File: src/rtl/food_gen_param.sv
// Food placer for the snake game: folds LFSR draws into a GRID_W x GRID_H field
// and confirms each candidate against snake occupancy, retrying on collision.
module food_gen_param #(
  parameter int                GRID_W    = 30,
  parameter int                GRID_H    = 22,
  parameter int                COORD_W   = 5,
  parameter int                LFSR_W    = 16,
  parameter logic [LFSR_W-1:0] LFSR_SEED = LFSR_W'('hACE1),
  parameter int                MAX_RETRY = 8
) (
  input  logic               clk,
  input  logic               rst_n,
  input  logic [1:0]         game_state,
  input  logic               get_food,
  output logic               occ_req,
  output logic [COORD_W-1:0] occ_x,
  output logic [COORD_W-1:0] occ_y,
  input  logic               occ_ack,
  input  logic               occ_hit,
  output logic [COORD_W-1:0] food_x,
  output logic [COORD_W-1:0] food_y,
  output logic               food_valid,
  output logic               busy,
  output logic               place_fail
);

  typedef enum logic [1:0] {S_IDLE = 2'd0, S_GEN = 2'd1, S_REQ = 2'd2} state_t;

  localparam logic [1:0] GS_PLAY  = 2'b00;
  localparam logic [1:0] GS_PAUSE = 2'b01;
  localparam logic [1:0] GS_INIT  = 2'b10;
  localparam logic [1:0] GS_OVER  = 2'b11;

  // Right-shifting Galois masks for maximal-length sequences.
  function automatic logic [31:0] galois_taps(input int w);
    case (w)
      10:      galois_taps = 32'h0000_0240;
      11:      galois_taps = 32'h0000_0500;
      15:      galois_taps = 32'h0000_6000;
      16:      galois_taps = 32'h0000_B400;
      17:      galois_taps = 32'h0001_2000;
      18:      galois_taps = 32'h0002_0400;
      20:      galois_taps = 32'h0009_0000;
      21:      galois_taps = 32'h0014_0000;
      22:      galois_taps = 32'h0030_0000;
      23:      galois_taps = 32'h0042_0000;
      25:      galois_taps = 32'h0120_0000;
      28:      galois_taps = 32'h0900_0000;
      31:      galois_taps = 32'h4800_0000;
      32:      galois_taps = 32'h8020_0003;
      default: galois_taps = 32'h0000_B400;
    endcase
  endfunction

  localparam logic [31:0]        TAPS_ALL = galois_taps(LFSR_W);
  localparam logic [LFSR_W-1:0]  TAPS     = TAPS_ALL[LFSR_W-1:0];
  localparam logic [COORD_W-1:0] GW       = COORD_W'(GRID_W);
  localparam logic [COORD_W-1:0] GH       = COORD_W'(GRID_H);
  localparam logic [7:0]         LAST_TRY = 8'(MAX_RETRY - 1);

  state_t             state_q, state_d;
  logic [LFSR_W-1:0]  lfsr_q, lfsr_d;
  logic [COORD_W-1:0] occ_x_q, occ_x_d, occ_y_q, occ_y_d;
  logic [COORD_W-1:0] food_x_q, food_x_d, food_y_q, food_y_d;
  logic               food_valid_q, food_valid_d;
  logic               busy_q, busy_d;
  logic               place_fail_q, place_fail_d;
  logic [7:0]         retry_q, retry_d;

  logic [COORD_W-1:0] rx, ry, cand_x, cand_y;
  logic               trigger;

  // One conditional subtract is a full modulo because GRID >= 2^(COORD_W-1).
  assign rx      = lfsr_q[COORD_W-1:0];
  assign ry      = lfsr_q[2*COORD_W-1:COORD_W];
  assign cand_x  = ((rx >= GW) ? rx - GW : rx) + COORD_W'(1);
  assign cand_y  = ((ry >= GH) ? ry - GH : ry) + COORD_W'(1);
  assign trigger = ((game_state == GS_PLAY) && get_food) || (game_state == GS_INIT);

  assign lfsr_d = (lfsr_q >> 1) ^ (lfsr_q[0] ? TAPS : '0);

  always_comb begin
    state_d      = state_q;
    occ_x_d      = occ_x_q;
    occ_y_d      = occ_y_q;
    food_x_d     = food_x_q;
    food_y_d     = food_y_q;
    food_valid_d = food_valid_q;
    busy_d       = busy_q;
    place_fail_d = 1'b0;
    retry_d      = retry_q;
    if (game_state == GS_OVER) begin
      // Abandon any outstanding query; a late ack lands in IDLE and is ignored.
      state_d      = S_IDLE;
      busy_d       = 1'b0;
      retry_d      = '0;
      food_valid_d = 1'b0;
    end else if (game_state != GS_PAUSE) begin
      case (state_q)
        S_IDLE: begin
          if (trigger) begin
            state_d      = S_GEN;
            busy_d       = 1'b1;
            food_valid_d = 1'b0;
            retry_d      = '0;
          end
        end
        S_GEN: begin
          occ_x_d = cand_x;
          occ_y_d = cand_y;
          state_d = S_REQ;
        end
        S_REQ: begin
          if (occ_ack) begin
            if (!occ_hit) begin
              food_x_d     = occ_x_q;
              food_y_d     = occ_y_q;
              food_valid_d = 1'b1;
              busy_d       = 1'b0;
              state_d      = S_IDLE;
            end else if (retry_q < LAST_TRY) begin
              retry_d = retry_q + 8'd1;
              state_d = S_GEN;
            end else begin
              place_fail_d = 1'b1;
              busy_d       = 1'b0;
              state_d      = S_IDLE;
            end
          end
        end
        default: state_d = S_IDLE;
      endcase
    end
  end

  always_ff @(posedge clk or negedge rst_n) begin
    if (!rst_n) begin
      state_q      <= S_IDLE;
      lfsr_q       <= LFSR_SEED;
      occ_x_q      <= COORD_W'(1);
      occ_y_q      <= COORD_W'(1);
      food_x_q     <= COORD_W'(1);
      food_y_q     <= COORD_W'(1);
      food_valid_q <= 1'b0;
      busy_q       <= 1'b0;
      place_fail_q <= 1'b0;
      retry_q      <= '0;
    end else begin
      state_q      <= state_d;
      lfsr_q       <= lfsr_d;
      occ_x_q      <= occ_x_d;
      occ_y_q      <= occ_y_d;
      food_x_q     <= food_x_d;
      food_y_q     <= food_y_d;
      food_valid_q <= food_valid_d;
      busy_q       <= busy_d;
      place_fail_q <= place_fail_d;
      retry_q      <= retry_d;
    end
  end

  assign occ_req    = (state_q == S_REQ);
  assign occ_x      = occ_x_q;
  assign occ_y      = occ_y_q;
  assign food_x     = food_x_q;
  assign food_y     = food_y_q;
  assign food_valid = food_valid_q;
  assign busy       = busy_q;
  assign place_fail = place_fail_q;

endmodule

File: config.mk
export PLATFORM = sky130hd
export DESIGN_NAME = food_gen_param
export DESIGN_NICKNAME = d
export VERILOG_FILES = /design/src/rtl/food_gen_param.sv
export SDC_FILE = /design/constraint.sdc
export NUM_CORES = 1
export LEC_CHECK = 0
export BUFFER_PORTS_ARGS = -buffer_cell sky130_fd_sc_hd__buf_2
export CAP_MARGIN = 20
export CORE_ASPECT_RATIO = 1.25
export CORE_MARGIN = 3
export CORE_UTILIZATION = 51
export DETAILED_ROUTE_END_ITERATION = 7
export PLACE_DENSITY = 0.75
export SLEW_MARGIN = 20
export SYNTH_ARGS = -nofsm -noshare
export SYNTH_HDL_FRONTEND = slang
export SYNTH_SLANG_ARGS = --single-unit
File: constraint.sdc
create_clock -name clk -period 1.7 [get_ports clk]
set_input_delay 0.34 -clock clk [delete_from_list [all_inputs] [get_ports clk]]
set_output_delay 0.34 -clock clk [all_outputs]
set_load 0.1 [all_outputs]
Word level (Yosys, flattened, before mapping)

Index checks and enable logic that the tools add are counted.

Output and inout port bits: 24
Logic and storage cells: 80
Input bits: 7
Bits in registers: 49

Bitwise logic cells: 3
Mux-type cells: 36
$add $sub $neg: 5
Equality and inequality tests: 11
Reduce and logical (&&, ||, !) cells: 12
$lt $le $gt $ge: 3

Operators with widths:

| cell                                                                          | number |
|---|---|
| 8-bit 2-to-1 mux                                                              | 6 |
| 1-bit 2-to-1 mux                                                              | 19 |
| 16-bit 2-to-1 mux                                                             | 1 |
| 8-bit one-hot mux with 2 select lines                                         | 1 |
| 15-bit by 16-bit bitwise XOR with 16-bit output                               | 1 |
| 5-bit AND reduction                                                           | 3 |
| 5-bit by 1-bit adder with 5-bit output (second input constant)                | 2 |
| 5-bit greater-or-equal comparator (second input constant)                     | 2 |
| 5-bit 2-to-1 mux                                                              | 2 |
| 5-bit subtractor (second input constant)                                      | 2 |
| 3-bit by 1-bit inequality test with 1-bit output (second input constant)      | 3 |
| 8-bit by 1-bit adder with 8-bit output (second input constant)                | 1 |
| 8-bit by 3-bit less-than comparator with 1-bit output (second input constant) | 1 |
| 2-bit 2-to-1 mux                                                              | 4 |
| 2-bit equality test (second input constant)                                   | 3 |
| 2-bit one-hot mux with 3 select lines                                         | 1 |
| 3-bit AND reduction                                                           | 2 |
| 6-bit AND reduction                                                           | 1 |
| 2-bit logical NOT                                                             | 2 |
| 4-bit inequality test (second input constant)                                 | 1 |
| 1-bit one-hot mux with 2 select lines                                         | 2 |
| 3-bit by 2-bit inequality test with 1-bit output (second input constant)      | 1 |
| 3-bit inequality test (second input constant)                                 | 1 |
| 3-bit nonzero test                                                            | 1 |
| other kinds (6)                                                               | 7 |

Logic depth before layout (Yosys ltp)

Gate-level depths: netlist of the first run.

Depth in word-level cells: 7
Depth in mapped cells: 8
Depth with buffers taken out: 7

Least setup slack after synthesis of the first run

Ideal clock, no wire load.

Path type: reg-to-reg
Start: register state_q[1]
End: register food_x_q[1] (netlist: food_x[1])
Period minus slack after synthesis: 2.372 ns
Arrival time: 2.246 ns
Setup time: 0.126 ns
Cell stages (with the launch flop): 6
Setup slack: -0.672 ns
Data required time: 1.574 ns
Path buffers: 2
Cells stage by stage: dfrtp_1 clkbuf_2 nor2b_2 and4bb_2 buf_4 mux2_2

Longest elaborated chain between the ends: 2

Ends and longest elaborated chain:

| what                          | line | text |
|---|---|---|
| start, declared               | 61   | `state_t state_q, state_d;` |
| start signal, assigned        | 149  | `state_q <= state_d;` |
| 2-bit equality test           | -    |  |
| named net occ_req             | 15   | `output logic occ_req,` |
| 5-bit AND reduction (no line) | -    |  |
| end signal, assigned          | 153  | `food_x_q <= food_x_d;` |
| end, declared                 | 64   | `logic [COORD_W-1:0] food_x_q, food_x_d, food_y_q, food_y_d;` |

The timed path passes the listed nets, and every way through them passes these cells.
A chain may end at the register's enable or synchronous reset.

Final worst setup path of the first run

Start: register lfsr_q[0]
End: register occ_x_q[4] (netlist: occ_x[4])

Longest elaborated chain between the ends: 3
Elaborated cells between the ends (all ways): 4
Classes of those cells: add/sub: 2; order compare: 1; mux: 1

Ends and longest elaborated chain:

| what                                                                         | line | text |
|---|---|---|
| start, declared                                                              | 62   | `logic [LFSR_W-1:0] lfsr_q, lfsr_d;` |
| start signal, assigned                                                       | 150  | `lfsr_q <= lfsr_d;` |
| 5-bit subtractor / 5-bit greater-or-equal comparator (equally long branches) | 76   | `assign cand_x = ((rx >= GW) ? rx - GW : rx) + COORD_W'(1);` |
| 5-bit 2-to-1 mux (*)                                                         | 76   |  |
| 5-bit by 1-bit adder with 5-bit output (*)                                   | 76   |  |
| end signal, assigned                                                         | 140  | `occ_x_q <= COORD_W'(1);` |
| end signal, assigned                                                         | 151  | `occ_x_q <= occ_x_d;` |
| end, declared                                                                | 63   | `logic [COORD_W-1:0] occ_x_q, occ_x_d, occ_y_q, occ_y_d;` |

Every way passes the cells marked *; elsewhere a longest branch is shown, timed or not.

==> results.md, run 1 <==
- Violated checks: negative setup slack
- Synthesized area per cell: 11.7 um2
- Critical Path Max Stage Delay: 0.56 ns
- CP arrival: 1.95 ns
- Yosys reg bits: 49
- Max-Cap Viols: 0
- Syn Inst Count: 189
- Worst Setup End Kind: register
- Final worst slack: -0.0219 ns
- Top_reg_cell synth: dfrtp_1
- Worst Setup Start Kind: register
- F_max: 0.581 GHz
- Status: finished, violations left
- Detailed Place HPWL: 3260 um
- CTS tree: done
- Row count: 26
- Post-synthesis async set-or-reset flop share: 1.00
- Synthesized Nets: 201
- Setup Viol. Count Final: 1
- Share of layout cells above drive strength 1: 0.427
- Synth area leader: dfrtp_1
- Initial DRC Count: 63
- Core area: 0.00413 mm2
- Final Critical Period: 1.72 ns
- Synth top cells by count: 37 x dfrtp_1, 18 x nand2_1, 12 x dfstp_2, 11 x mux2_2, 9 x nor2b_1
- Total power: 3270 uW
- RePlAce Congestion: 0.868
- CP Max Fanout: 3
- RSZ-0062 raised after global routing: yes
- CP Cell Sequence: inv_2, a21oi_2, o22a_1, ha_2, nand2_1, or4_1, a31oi_1
- Overflow after GRT: 0
- Top-count cell post-synth: dfrtp_1
- First-pass GRT wire length: 7820 um
- Wire per inst: 15.0 um
- Root Driver: clkbuf_8
- H-tree depth: 2
- Drt drc: 0
- Final wirelength: 4550 um
- Clock Sinks: 49
- Worst-case clock buffer depth: 2
- Clk slew on worst S/H paths: 0.09 ns
- Post-Route Skew: 0.00733 ns
- IO Count: 31
- Peak VDD IR: 0.811 mV
- Die area: 0.00517 mm2
- Port Buffers: 30
- Finished Layout Cells: 304
- Antenna cell count: 0
- Router iterations before antenna repair: 4
- Layout area overhead: 27.8%
- Max Slew Vio Count: 0
- Post-route ant nets: 0
- Initial antenna violation count: 0
- Vias per cell: 5.37
- Yosys Warn Count: 0
- Final Cycle Share: 1.01
- Synthesized area: 0.00221 mm2
- Req. time, crit path: 1.92 ns
- Total GRT Usage: 0.197
- Starting Density: 0.535
- Top cells by area, synth: dfrtp_1 42%, dfstp_2 14%, mux2_2 5.6%, nand2_1 3.1%, ha_1 2.8%
- Vias in the first global route: 1650
- Via count: 1633
- Die W: 64.9 um
- Pwr dens: 1150 mW/mm2
- TritonCTS Buffers: 5
- Pleak: 0.00136 uW
- Slew HR: 0.668
- Hold Path Class: input pin to register
- Die Y: 79.6 um
- Register area share after synthesis: 0.561
- CP Class: register to register
- Post-synth EDFFs: 0
- Worst path slowest cell: dfstp_2
- Final #Nets: 259
- Final Hold Fails: 0
- Worst slew pin tran: 0.498 ns
- Largest net degree at the start of global routing: 36
- Cell variety after synth: 52
- Placed Cells: 293
- Worst-Skew Late Latency: 0.30 ns
- Yosys top cell area share: 0.419
[critical path, delay by kind of cell (launching register included)]
family                     cells  cell delay (ns)
adders and majority gates      1             0.18
DFF                            1             0.56
buffers and inverters          1             0.04
AOI/OAI and AO/OA              3             0.41
and+or+nand+nor                2             0.45
[layer usage]
| metal | part of all wire | GRT usage |
|---|---|---|
| met5 | 0 | 0 |
| met4 | 0.017 | 0.0846 |
| met3 | 0.037 | 0.0352 |
| met2 | 0.52 | 0.340 |
| met1 | 0.43 | 0.240 |
[power breakdown]
group	switching [uW]	total (uW)	internal, uW
clock network	363	654	291
logic	979	1220	239
registers	81.9	1390	1310
total	1420	3270	1840
[state kept, by name, summed over array words and instances (netlist names)]
register,flops
busy,1
food_valid,1
food_x,5
food_y,5
lfsr_q,16
occ_x,5
occ_y,5
place_fail,1
retry_q,8
state_q,2
[cell type report]
cell class | count | area [um2]
fill | 322 | 1300
sequential | 49 | 1240
multi-input combinational | 129 | 1020
timing repair buffer | 57 | 395
clock buffer | 7 | 76.3
tap | 56 | 70.1
inverter | 5 | 18.8
clock inverter | 1 | 7.51
[worst paths after layout]
check	start	to	slack, ns	cells past startpoint
setup reg to reg	lfsr_q[0]$_DFF_PN1_	occ_x[4]$_DFFE_PN0P_	-0.02	7
min in group asynchronous	rst_n	place_fail$_DFF_PN0_	0.47	2
max in group asynchronous	rst_n	lfsr_q[6]$_DFF_PN1_	0.66	3
setup / recovery	lfsr_q[0]$_DFF_PN1_	occ_x[4]$_DFFE_PN0P_	-0.02	7
hold reg to reg	lfsr_q[12]$_DFF_PN0_	lfsr_q[11]$_DFF_PN1_	0.36	0
hold / removal	occ_ack	place_fail$_DFF_PN0_	0.32	3
[stage by stage]
step / setup WS, ns / utilization / hold slack, ns / instance area, um2 / TNS (ns)
2_1_floorplan: -0.228 / - / 0.0444 / 2280 / -2.33
3_3_place_gp: 0.0201 / 0.647 / 0.269 / 2670 / 0
3_5_place_dp: -0.0357 / 0.647 / 0.270 / 2670 / -0.0357
4_1_cts: -0.0187 / 0.675 / 0.317 / 2790 / -0.0187
5_1_grt: -0.104 / 0.684 / 0.336 / 2830 / -0.110
6_report: -0.0219 / 0.684 / 0.322 / 2830 / -0.0219
[kinds of logic (layout without fill, tap and decap cells)]
group	Yosys count	count (layout)	synth area share
XOR/XNOR	4	4	0.0158
multiplexers	14	14	0.0696
flip-flops	49	49	0.561
AO/OA/AOI/OAI	40	40	0.131
buffers and inverters	11	70	0.0243
adder cells (fa/ha/maj)	5	5	0.0283
AND/OR/NAND/NOR	66	66	0.170
[what timing repair did]
item                                   4_1_cts  5_1_grt
endpoints found under the hold margin       13        0
pin swaps                                    3        0
hold buffers                                 1        0
setup buffers                                2        0
setup endpoints to repair                    1        6
resized for setup                            3        9
[layout by cell type (no fill, tap or decap), types with 3 or more instances in the layout]
cell	n
buf_2	29
dfrtp_1	35
dfstp_2	12
o21ai_0	5
buf_4	24
buf_12	3
nand3_1	6
nor2b_1	9
o211ai_1	3
o31ai_1	3
inv_1	4
a21oi_1	3
xor2_1	4
nor2_1	7
clkbuf_8	5
mux2_2	4
mux2_4	7
nand2_1	18
and3_1	4
Note: power is estimated with default switching activity, not from simulation.
==> run 2: changes to the inputs <==
- CTS_BUF_LIST: not set -> sky130_fd_sc_hd__clkbuf_16
==> results.md, run 2 (synthesis results as in run 1) <==
- Met2 GRT Util: 0.344 (was 0.340)
- Largest net degree at the start of global routing: 36 (unchanged)
- Port Buffers: 30 (unchanged)
- Setup Viol. Count Final: 1 (unchanged)
- Req. time, crit path: 1.90 ns (was 1.92 ns)
- RePlAce Congestion: 0.868 (unchanged)
- TritonCTS Buffers: 5 (unchanged)
- Final Hold Fails: 0 (unchanged)
- Final Critical Period: 1.72 ns (about the same)
- Worst slew pin tran: 0.491 ns (was 0.498 ns)
- Row count: 26 (unchanged)
- Final worst slack: -0.0177 ns (was -0.0219 ns)
- Initial DRC Count: 67 (was 63)
- Crit path to: occ_x[4]$_DFFE_PN0P_ (unchanged)
- Reg2reg path depth: 7 (unchanged)
- IO Count: 31 (unchanged)
- Crit. Startpoint: lfsr_q[0]$_DFF_PN1_ (unchanged)
- Total GRT Usage: 0.194 (was 0.197)
- Worst-case clock buffer depth: 2 (unchanged)
- Largest register FFs: 16 (unchanged)
- Overflow after GRT: 0 (unchanged)
- Violated checks: negative setup slack (unchanged)
- Via count: 1652 (was 1633)
- Bufs and invs on worst path: 1 (unchanged)
- Fill count: 313 (was 322)
- F_max: 0.582 GHz (was 0.581 GHz)
- Wire per inst: 15.0 um (about the same)
- Most frequent cells in the layout: 35 x dfrtp_1, 29 x buf_2, 24 x buf_4, 18 x nand2_1, 12 x dfstp_2 (unchanged)
- H-tree depth: 2 (unchanged)
- Max-Cap Viols: 0 (unchanged)
- CP arrival: 1.92 ns (was 1.95 ns)
- Pwr dens: 1230 mW/mm2 (was 1150 mW/mm2)
- Hold path start: lfsr_q[12]$_DFF_PN0_ (was occ_ack)
- Initial antenna violation count: 0 (unchanged)
- Router iterations before antenna repair: 4 (unchanged)
- Root Driver: clkbuf_16 (was clkbuf_8)
- Drt drc: 0 (unchanged)
- Antenna cell count: 0 (unchanged)
- Setup_tns: -0.0177 ns (was -0.0219 ns)
- R2R setup slack: -0.02 ns (about the same)
- Stages on the worst setup path: 7 (unchanged)
- Layout area overhead: 29.5% (was 27.8%)
- Final wirelength: 4570 um (was 4550 um)
- Worst Setup End Kind: register (unchanged)
- Peak VDD IR: 0.821 mV (was 0.811 mV)
- Final #Nets: 259 (unchanged)
- Max Slew Vio Count: 0 (unchanged)
- Status: finished, violations left (unchanged)
- Critical Path Max Stage Delay: 0.55 ns (was 0.56 ns)
- Utilization after layout: 0.694 (was 0.684)
- Final Cycle Share: 1.01 (about the same)
- FF-to-FF Start: lfsr_q[0]$_DFF_PN1_ (unchanged)
- RSZ-0062 raised after global routing: yes (unchanged)
- Worst Setup Start Kind: register (unchanged)
- Slew HR: 0.675 (was 0.668)
- Die area: 0.00517 mm2 (unchanged)
- Share of layout cells above drive strength 1: 0.427 (unchanged)
- First-pass GRT wire length: 7760 um (was 7820 um)
- Die Y: 79.6 um (unchanged)
- Worst path slowest cell: dfstp_2 (unchanged)
- Post-route ant nets: 0 (unchanged)
- Met3 usage in global routing: 0.0423 (was 0.0352)
- Most flop-heavy register: lfsr_q (unchanged)
- Pleak: 0.00139 uW (was 0.00136 uW)
- CP Class: register to register (unchanged)
- Commonest non-fill, non-tap cell in the layout: dfrtp_1 (unchanged)
- Clk slew on worst S/H paths: 0.06 ns (was 0.09 ns)
- Starting Density: 0.535 (unchanged)
- Vias per cell: 5.43 (was 5.37)
- Post-Route Skew: 0.00306 ns (was 0.00733 ns)
- Reg-to-reg endpoint: occ_x[4]$_DFFE_PN0P_ (unchanged)
- Hold Path Class: register to register (was input pin to register)
- Worst-Skew Late Latency: 0.28 ns (was 0.30 ns)
- Core area: 0.00413 mm2 (unchanged)
- Minimum hold slack: 0.351 ns (was 0.322 ns)
- Gr busiest metal: met2 (unchanged)
- Detailed Place HPWL: 3260 um (unchanged)
- CTS tree: done (unchanged)
- Vias in the first global route: 1646 (was 1650)
- M1 GR Usage: 0.231 (was 0.240)
- Worst slack at placement: -0.0357 ns (unchanged)
- Die W: 64.9 um (unchanged)
- CP Max Fanout: 3 (unchanged)
- Largest registers: lfsr_q (16), retry_q (8) (unchanged)
- CP top delay family: flip-flops (unchanged)
- Clock Sinks: 49 (unchanged)
- CP Cell Sequence: inv_2, a21oi_2, o22a_1, ha_2, nand2_1, or4_1, a31oi_1 (unchanged)
## run 2: layout make-up
class                           instances  area, um2  area share
Sequential cell                        49       1240       0.434
Multi-Input combinational cell        129        997       0.348
Timing Repair Buffer                   57        395       0.138
Clock buffer                            5        125      0.0437
Tap cell                               56       70.1      0.0245
Inverter                                5       18.8     0.00655
Clock inverter                          3       15.0     0.00524
## run 2: power by group
| group | leakage (uW) | switching (uW) | internal (uW) | total (uW) |
|---|---|---|---|---|
| Combinational | 0.000689 | 980 | 239 | 1220 |
| Clock | 0.0000724 | 387 | 534 | 921 |
| Sequential | 0.000628 | 83.5 | 1310 | 1400 |
## run 2: metrics by stage
| stage | instances | cell area (um2) | total power (uW) |
|---|---|---|---|
| 6_report | 304 | 2870 | 3540 |
| 5_1_grt | 304 | 2870 | 3690 |
| 4_1_cts | 304 | 2840 | 3570 |
| 3_5_place_dp | 293 | 2670 | 2640 |
| 3_3_place_gp | 293 | 2670 | 2620 |
| 2_1_floorplan | 189 | 2280 | 2420 |
## run 2: metal layers
metal,share of wire,wire length [um],vias up
met5,0,0,-
met1,0.42,1910,814
met3,0.043,195,2
met2,0.53,2440,41
li1,-,-,795
met4,0.0063,29,0
## run 2: how the worst min path moves through the flow
stage | to | slack, ns | depth (start not counted)
after global placement | retry_q[1]$_DFFE_PN0P_ | 0.27 | 1
after floorplan | busy$_DFFE_PN0P_ | 0.04 | 0
after CTS | place_fail$_DFF_PN0_ | 0.35 | 3
after global routing | lfsr_q[11]$_DFF_PN1_ | 0.36 | 0
final | lfsr_q[11]$_DFF_PN1_ | 0.35 | 0
after detailed placement | place_fail$_DFF_PN0_ | 0.27 | 1
## run 2: worst reg2reg max path: stages, from the launching register on
cell and delay (ns):
dfstp_2 0.55, inv_2 0.04, a21oi_2 0.12, o22a_1 0.15
ha_2 0.18, nand2_1 0.06, or4_1 0.39, a31oi_1 0.14
## run 2: what timing repair did
item / 4_1_cts / 5_1_grt
buffers inserted: 2 / 0
setup endpoints to repair: 1 / 6
resized for setup: 2 / 8
pin swaps: 3 / 1
hold buffers: 1 / 0
endpoints found under the hold margin: 13 / 0
